`src/rtl/fetch_unit_pkg.sv`:
```
// Shared definitions for the fetch stage: datapath width, instruction size,
// default reset PC and the queue entry layout.
`timescale 1ns/1ps
package fetch_unit_pkg;

  localparam int XLEN        = 32;
  localparam int INSTR_BYTES = 4;
  localparam logic [XLEN-1:0] RESET_PC_DEFAULT = 32'h0000_0000;

  typedef struct packed {
    logic [XLEN-1:0] pc;
    logic [XLEN-1:0] data;
    logic            filled;
  } entry_t;

  // Sequential fetch address; wraps naturally at 32 bits.
  function automatic logic [XLEN-1:0] next_pc(input logic [XLEN-1:0] pc);
    return pc + XLEN'(INSTR_BYTES);
  endfunction

endpackage

```
`src/rtl/fetch_unit_queue.sv`:
```
// In-order instruction queue of the fetch stage: entries are allocated on grant,
// filled by in-order responses and popped by decode; flush empties it.
`timescale 1ns/1ps
module fetch_unit_queue
  import fetch_unit_pkg::*;
#(
  parameter int DEPTH = 2,
  localparam int AW = $clog2(DEPTH),
  localparam int CW = AW + 1
) (
  input  logic            clk,
  input  logic            rst,
  input  logic            flush,
  input  logic            alloc,
  input  logic [XLEN-1:0] alloc_pc,
  input  logic            fill,
  input  logic [XLEN-1:0] fill_data,
  input  logic            pop,
  output logic [XLEN-1:0] head_pc,
  output logic [XLEN-1:0] head_data,
  output logic            head_filled,
  output logic [CW-1:0]   count,
  output logic [CW-1:0]   pending
);

  entry_t        entries [DEPTH];
  logic [AW-1:0] head;
  logic [AW-1:0] tail;
  logic [AW-1:0] fill_ptr;

  // Fill always lags allocation, so tail and fill_ptr never collide while a
  // fill and an allocation happen together.
  always_ff @(posedge clk or posedge rst) begin
    if (rst) begin
      head     <= '0;
      tail     <= '0;
      fill_ptr <= '0;
      count    <= '0;
      pending  <= '0;
      for (int i = 0; i < DEPTH; i++) entries[i] <= '0;
    end else if (flush) begin
      head     <= '0;
      tail     <= '0;
      fill_ptr <= '0;
      count    <= '0;
      pending  <= '0;
      for (int i = 0; i < DEPTH; i++) entries[i].filled <= 1'b0;
    end else begin
      if (alloc) begin
        entries[tail] <= '{pc: alloc_pc, data: '0, filled: 1'b0};
        tail          <= tail + AW'(1);
      end
      if (fill) begin
        entries[fill_ptr].data   <= fill_data;
        entries[fill_ptr].filled <= 1'b1;
        fill_ptr                 <= fill_ptr + AW'(1);
      end
      if (pop) head <= head + AW'(1);
      count   <= count + CW'(alloc) - CW'(pop);
      pending <= pending + CW'(alloc) - CW'(fill);
    end
  end

  assign head_pc     = entries[head].pc;
  assign head_data   = entries[head].data;
  assign head_filled = entries[head].filled;

endmodule

```
`src/rtl/fetch_unit.sv`:
```
// Fetch stage: PC, instruction-memory request/discard logic and the fetch queue.
// Optional misaligned-redirect check is enabled with FETCH_MISALIGN_CHK_EN.
`timescale 1ns/1ps
module fetch_unit
  import fetch_unit_pkg::*;
#(
  parameter logic [XLEN-1:0] RESET_PC = RESET_PC_DEFAULT,
  parameter int              DEPTH    = 2
) (
  input  logic            i_clk,
  input  logic            i_rst,
  input  logic            i_is_branching,
  input  logic [XLEN-1:0] i_branch_addr,
  output logic            o_imem_req,
  output logic [XLEN-1:0] o_imem_addr,
  input  logic            i_imem_gnt,
  input  logic            i_imem_rvalid,
  input  logic [XLEN-1:0] i_imem_rdata,
  output logic            o_instr_valid,
  output logic [XLEN-1:0] o_instr,
  output logic [XLEN-1:0] o_instr_pc,
  input  logic            i_instr_ready
`ifdef FETCH_MISALIGN_CHK_EN
  ,
  output logic            o_misaligned
`endif
);

  localparam int AW = $clog2(DEPTH);
  localparam int CW = AW + 1;
  localparam logic [CW-1:0] DEPTH_C = CW'(DEPTH);

  logic [XLEN-1:0] pc;
  logic [CW-1:0]   discard;
  logic [CW-1:0]   count;
  logic [CW-1:0]   pending;
  logic [CW:0]     occupancy;
  logic [XLEN-1:0] head_pc;
  logic [XLEN-1:0] head_data;
  logic            head_filled;
  logic            grant;
  logic            pop;
  logic            fill;
  logic            blocked;

`ifdef FETCH_MISALIGN_CHK_EN
  always_ff @(posedge i_clk or posedge i_rst) begin
    if (i_rst)               o_misaligned <= 1'b0;
    else if (i_is_branching) o_misaligned <= |i_branch_addr[1:0];
  end
  assign blocked = o_misaligned;
`else
  assign blocked = 1'b0;
`endif

  // Responses still owed for flushed requests count against queue capacity.
  assign occupancy = {1'b0, count} + {1'b0, discard};

  always_comb begin
    o_imem_req = !i_rst && (count < DEPTH_C) && (occupancy < {1'b0, DEPTH_C})
                 && !i_is_branching && !blocked;
    o_instr_valid = head_filled && (count != '0) && !i_is_branching;
    grant = o_imem_req && i_imem_gnt;
    pop   = o_instr_valid && i_instr_ready;
    fill  = i_imem_rvalid && (discard == '0) && !i_is_branching;
  end

  assign o_imem_addr = pc;
  assign o_instr     = head_data;
  assign o_instr_pc  = head_pc;

  // A redirect turns every outstanding unfilled request into a discard,
  // except a response arriving in the redirect cycle, which is dropped there.
  always_ff @(posedge i_clk or posedge i_rst) begin
    if (i_rst) begin
      pc      <= RESET_PC;
      discard <= '0;
    end else if (i_is_branching) begin
      pc      <= i_branch_addr;
      discard <= discard + pending - CW'(i_imem_rvalid);
    end else begin
      if (grant) pc <= next_pc(pc);
      if (i_imem_rvalid && (discard != '0)) discard <= discard - CW'(1);
    end
  end

  fetch_unit_queue #(.DEPTH(DEPTH)) u_queue (
    .clk         (i_clk),
    .rst         (i_rst),
    .flush       (i_is_branching),
    .alloc       (grant),
    .alloc_pc    (pc),
    .fill        (fill),
    .fill_data   (i_imem_rdata),
    .pop         (pop),
    .head_pc     (head_pc),
    .head_data   (head_data),
    .head_filled (head_filled),
    .count       (count),
    .pending     (pending)
  );

endmodule
```
`config.mk`:
```
export PLATFORM = sky130hd
export DESIGN_NAME = fetch_unit
export DESIGN_NICKNAME = d
export VERILOG_FILES = /design/src/rtl/fetch_unit_pkg.sv /design/src/rtl/fetch_unit_queue.sv /design/src/rtl/fetch_unit.sv
export SDC_FILE = /design/constraint.sdc
export NUM_CORES = 1
export LEC_CHECK = 0
export CAP_MARGIN = 20
export CORE_MARGIN = 2
export CORE_UTILIZATION = 35
export CTS_BUF_LIST = sky130_fd_sc_hd__clkbuf_8
export DETAILED_ROUTE_END_ITERATION = 10
export GPL_TIMING_DRIVEN = 1
export SYNTH_ARGS = -nofsm -noshare
export SYNTH_HDL_FRONTEND = slang
export SYNTH_SLANG_ARGS = --single-unit
```
`constraint.sdc`:
```
create_clock -name i_clk -period 6.86 [get_ports i_clk]
set_input_delay 1.372 -clock i_clk [delete_from_list [all_inputs] [get_ports i_clk]]
set_output_delay 1.372 -clock i_clk [all_outputs]
set_load 0.03 [all_outputs]
```
==> results of run 1 <==
-- worst max-delay path, stage by stage --
cell	delay, ns
clkdlybuf4s50_1	0.54
or4_4	0.62
nor2_1	0.19
clkdlybuf4s50_1	0.70
-- per-stage QoR --
stage | hold WS, ns | util (%) | instance area [µm²] | total power, W | setup slack, ns
floorplan | 0.475 | - | 8230 | 0.00249 | 0.856
global placement | 0.484 | 43.7 | 10200 | 0.00305 | 2.05
detailed placement | 0.490 | 43.7 | 10200 | 0.00308 | 2.08
CTS | 0.511 | 45.4 | 10600 | 0.00381 | 2.07
global route | 0.526 | 45.4 | 10600 | 0.00401 | 2.02
finish | 0.508 | 45.4 | 10600 | 0.00377 | 2.06
-- final cells by class --
cell class              count  area (µm²)
clock buffers              18         248
fillers                  2249       12700
well taps                 319         399
repair buffers            176        1730
flip-flops and latches    171        4280
inverters                  14        57.6
multi-input cells         532        3690
diodes                      1        2.50
clock inverters            13         139
-- power by group through the flow --
stage          sequential (W)  combinational [W]  clock, W
2_1_floorplan         0.00153           0.000961         0
3_3_place_gp          0.00155            0.00150         0
3_5_place_dp          0.00156            0.00151         0
4_1_cts               0.00154            0.00152  0.000748
5_1_grt               0.00159            0.00162  0.000792
6_report              0.00154            0.00150  0.000722
-- cell usage in the layout (no fill, tap or decap), types with 3 or more instances in the layout --
master           count
o311ai_1             3
clkdlybuf4s50_1    166
and3_1               3
o21ai_0             71
xnor2_1              6
mux2_2             131
dfrtp_1            170
nand4_1             13
nor2_1              10
ha_1                 8
or4_1               11
nand2b_1             3
a21o_1               4
or3_1                3
a221o_1              6
o211ai_1             9
mux2i_1              3
nand3_1             14
nor2b_1              4
nand2_1            164
inv_1               19
o311ai_0            12
a22oi_1              4
buf_4                9
nor3_1               8
clkbuf_8            18
xor2_1               5
bufinv_16            3
a21oi_1              6
and2_1               4
-- cells by family after synthesis --
| kind of cell | share of synthesized area, % |
|---|---|
| AOI/OAI and AO/OA | 9.46 |
| buffers and inverters | 3.34 |
| xor gates and xnor gates | 1.17 |
| adders and majority gates | 1.46 |
| and+or+nand+nor | 14.3 |
| muxes | 18.3 |
| DFF | 52.0 |
-- layer usage --
metal | routed length (µm) | share of wire (%)
met1 | 10000 | 46
met2 | 10000 | 45
met3 | 1700 | 7.7
met4 | 322 | 1.5
met5 | 0 | 0
-- path summary, 6_finish.rpt --
path	from	endpoint	slack, ns	depth (start not counted)
max reg2reg	discard[0]	flip-flop	3.28	8
max	i_rst	o_imem_req	2.06	4
min in group asynchronous	i_rst	asynchronous set/reset pin	1.58	2
max in group asynchronous	i_rst	u_queue.head	4.09	3
min reg2reg	flip-flop	flip-flop	0.51	1
min	flip-flop	flip-flop	0.51	1
==> flow_summary.ini, run 1 <==
[placement]
placedCellCount = 1212
place_congestion = 0.755
port_buffers = 167
hpwlAfterDp_um = 14100

[die]
ios = 168
start_util_pct = 35.4
row_count = 56
dieArea_um2 = 24800
die_h_um = 157
core_um2 = 23300
dieWidth_um = 157

[clock_tree]
numCtsBuffers = 17
cts.htree.levels = 4
clock_latency_ns = 0.46
hold_buffers = 0
post_cts_buffers = 0
clockRootBuffer = clkbuf_8
cts_tree = yes
cts_resized = 0
clock_sinks = 171
clk_pin_slew_ns = 0.08
cts_max_path_buffers = 2

[grt]
busiest_layer = met2
grt_pass1_wl_um = 35000
antenna_found_initial = 1
met3_usage_pct = 5.07
grtUsageTotal_pct = 18.1
met2_usage_pct = 27.6
grt_max_degree = 89
grt_pass1_vias = 6315
overflow = 0
grt.met1_usage_pct = 25.0

[timing]
finalHoldViolCount = 0
timing.setup.tns_ns = 0
finalClockSkew_ns = 0.0159
slew_headroom_pct = 23.2
tightest_slew_ns = 1.15
grt_setup_unrepaired = false
fin_crit_ns = 4.80
slew_viol_final = 0
max_freq_mhz = 208
setup-violations-final = 0
fin_crit_sh_pct = 70.0

[drt]
drtIter0Drc = 367
drt-total-wl_um = 22100
routed_via_density = 5.08
drt_first_pass_iters = 5
postRouteAntennaNets = 0
vias = 6316
drc = 0
detail_route.wl_per_cell_um = 17.7

[logic_synthesis]
yosys_warnings = 0
yosysUniqueCellTypes = 47
synthesis.nets = 850
synth_edf_count = 0
synth-main-ff-cell = dfrtp_1
synth_area_leaders = dfrtp_1 52%, mux2_2 18%, nand2_1 7.5%
async_flop_share_pct = 100
yosysMostFrequentCell = dfrtp_1
ys_seq_area_share_pct = 52.0
post_synth.cell_area_avg_um2 = 10.7
yosys.area.top_type = dfrtp_1
synth_common_cells = 171 x dfrtp_1, 164 x nand2_1, 131 x mux2_2
syn_inst = 771
synth.cell_area_um2 = 8230
ys_ff_latch = 171
synth_top_area_share_pct = 52.0

[job]
drv_cap = 0

[hold_path]
worstHoldPathType = flip-flop to flip-flop

[worst_setup_path]
crit_type = primary input to output port
cp_max_fo = 5
cp.required_ns = 5.49
end_kind = output port
cp-start-kind = primary input
cp_data_arrival_time_ns = 3.43

[power_and_ir_drop]
swShare_pct = 35.9
p_switching_w = 0.00135
pwr-share-comb_pct = 39.9
p_leak_nw = 4.45
p_per_area_nw_per_um2 = 357
pwr-share-seq_pct = 40.9
clockPowerShare_pct = 19.2
intPower_w = 0.00242
vdd_drop_max_mv = 0.201

[finish]
syn_to_final_growth_pct = 28.2
final_nets = 991
fin_cells = 1244
drive_gt1_share_pct = 19.2

[run_status]
run_status = complete, no violations
Note: power is estimated with default switching activity, not from simulation.
==> run 2: changes to the inputs <==
==> constraint.sdc (replaced) <==
create_clock -name i_clk -period 4.9 [get_ports i_clk]
set_input_delay 0.98 -clock i_clk [delete_from_list [all_inputs] [get_ports i_clk]]
set_output_delay 0.98 -clock i_clk [all_outputs]
set_load 0.03 [all_outputs]
==> run 2 against run 1 <==
Register-to-register slack lost 1.3 ns. Non-clock buffer count up 7. Sequential power is 40% higher. Clock skew rose by 0.0023 ns. Core utilization rose by 0.34 points. Worst hold slack improved by 0.0019 ns. Clock-buffer cell count up 1. Critical endpoint unchanged. Die area is the same. Wire length rose by 0.47%. Critical path depth stayed put. Largest power group unchanged.
==> flow_summary.ini, run 2 (synthesis gave the netlist of run 1 again) <==
[run_status]
run_status = complete, no violations

[timing]
timing.setup.tns_ns = 0
fin_crit_ns = 3.90
slew_viol_final = 0
setup-violations-final = 0
tightest_slew_ns = 1.09
max_freq_mhz = 257
grt_setup_unrepaired = false
finalClockSkew_ns = 0.0182
finalHoldViolCount = 0
fin_ws_ns = 1.00
slew_headroom_pct = 27.4
fin_crit_sh_pct = 79.5

[grt]
grt_pass1_vias = 6286
grt_pass1_wl_um = 35200
overflow = 0
busiest_layer = met2
met2_usage_pct = 27.9
met3_usage_pct = 5.01
grt_max_degree = 85
antenna_found_initial = 1
grtUsageTotal_pct = 18.2
grt.met1_usage_pct = 25.5

[placement]
dp_worst_setup_slack_ns = 0.998
place_congestion = 0.778
port_buffers = 167
hpwlAfterDp_um = 14300

[clock_tree]
clk_pin_slew_ns = 0.08
clock_latency_ns = 0.45
clock_sinks = 171
post_cts_buffers = 0
cts_resized = 0
cts.htree.levels = 4
numCtsBuffers = 17
cts_max_path_buffers = 2
cts_tree = yes
hold_buffers = 0
clockRootBuffer = clkbuf_8

[worst_setup_path]
cp.required_ns = 3.92
worstRegToRegCells = 9
cp_max_fo = 5
r2r_end = u_queue.entries[65]
worstReg2RegStart = discard[0]
crit_type = primary input to output port
end_kind = output port
rrSetupSlack_ns = 1.99
cp-start-kind = primary input
cp_data_arrival_time_ns = 2.92

[die]
dieWidth_um = 157
dieArea_um2 = 24800
die_h_um = 157
row_count = 56
core_um2 = 23300
ios = 168
start_util_pct = 35.4

[power_and_ir_drop]
p_per_area_nw_per_um2 = 499
vdd_drop_max_mv = 0.207
p_leak_nw = 4.47

[drt]
detail_route.wl_per_cell_um = 17.7
drtIter0Drc = 305
vias = 6250
drt-total-wl_um = 22200
drc = 0
drt_first_pass_iters = 4
routed_via_density = 4.99
postRouteAntennaNets = 0

[finish]
fill_cells = 2219
final_common_cell = dfrtp_1
drive_gt1_share_pct = 20.5
final_nets = 998
syn_to_final_growth_pct = 29.2
most-common-layout-cells = 170 x dfrtp_1, 166 x clkdlybuf4s50_1, 164 x nand2_1

[hold_path]
worstHoldPathType = flip-flop to flip-flop
hold_depth = 1

[job]
drv_cap = 0
-- run 2: changes by cell type in the layout (fill, tap and decap cells not counted), moves of 2 or more --
cell / previous run / this run
clkinv_4: 1 / 3
clkinvlp_4: 1 / 4
buf_4: 9 / 15
inv_1: 19 / 13
-- run 2: area by class of cell --
| type | count | area [µm²] | area share [%] |
|---|---|---|---|
| antenna | 1 | 2.50 | 0.0235 |
| multi-input combinational | 532 | 3690 | 34.7 |
| timing repair buffer | 183 | 1800 | 16.9 |
| clock inverter | 13 | 141 | 1.33 |
| inverter | 14 | 56.3 | 0.530 |
| clock buffer | 19 | 262 | 2.46 |
| sequential | 171 | 4280 | 40.3 |
| tap | 319 | 399 | 3.75 |
-- run 2: critical path: stages --
cell and delay (ns):
clkdlybuf4s50_1 0.50, or4_4 0.60, nor2_1 0.15, clkdlybuf4s50_1 0.69
-- run 2: how the worst max path moves through the flow --
stage	to	slack, ns	from	cells after the start
after floorplan	asynchronous set/reset pin	1.74	i_rst	1
after global placement	o_imem_req	0.96	i_rst	4
after detailed placement	o_imem_req	1.0	i_rst	4
after CTS	o_imem_req	0.99	i_rst	4
after global routing	o_imem_req	0.97	i_rst	4
final	o_imem_req	1.00	i_rst	4
-- run 2: layer usage --
metal / wire (µm) / vias up
met3: 1700 / 11
met2: 9910 / 198
met1: 10400 / 3031
met5: 0 / -
li1: - / 3010
met4: 159 / 0
-- run 2: stage by stage --
stage	hold slack, ns	utilization, %	instance area [µm²]	power [W]	cells
after floorplan	0.475	-	8230	0.00349	771
after global placement	0.483	44.0	10200	0.00428	1219
after detailed placement	0.490	44.0	10200	0.00431	1219
after CTS	0.513	45.7	10600	0.00536	1251
after global routing	0.519	45.7	10600	0.00563	1251
final	0.510	45.7	10600	0.00531	1252
-- run 2: power breakdown --
part	switching [W]	internal, W
clock network	0.000550	0.000483
logic	0.00110	0.00101
registers	0.000290	0.00187
total	0.00194	0.00337
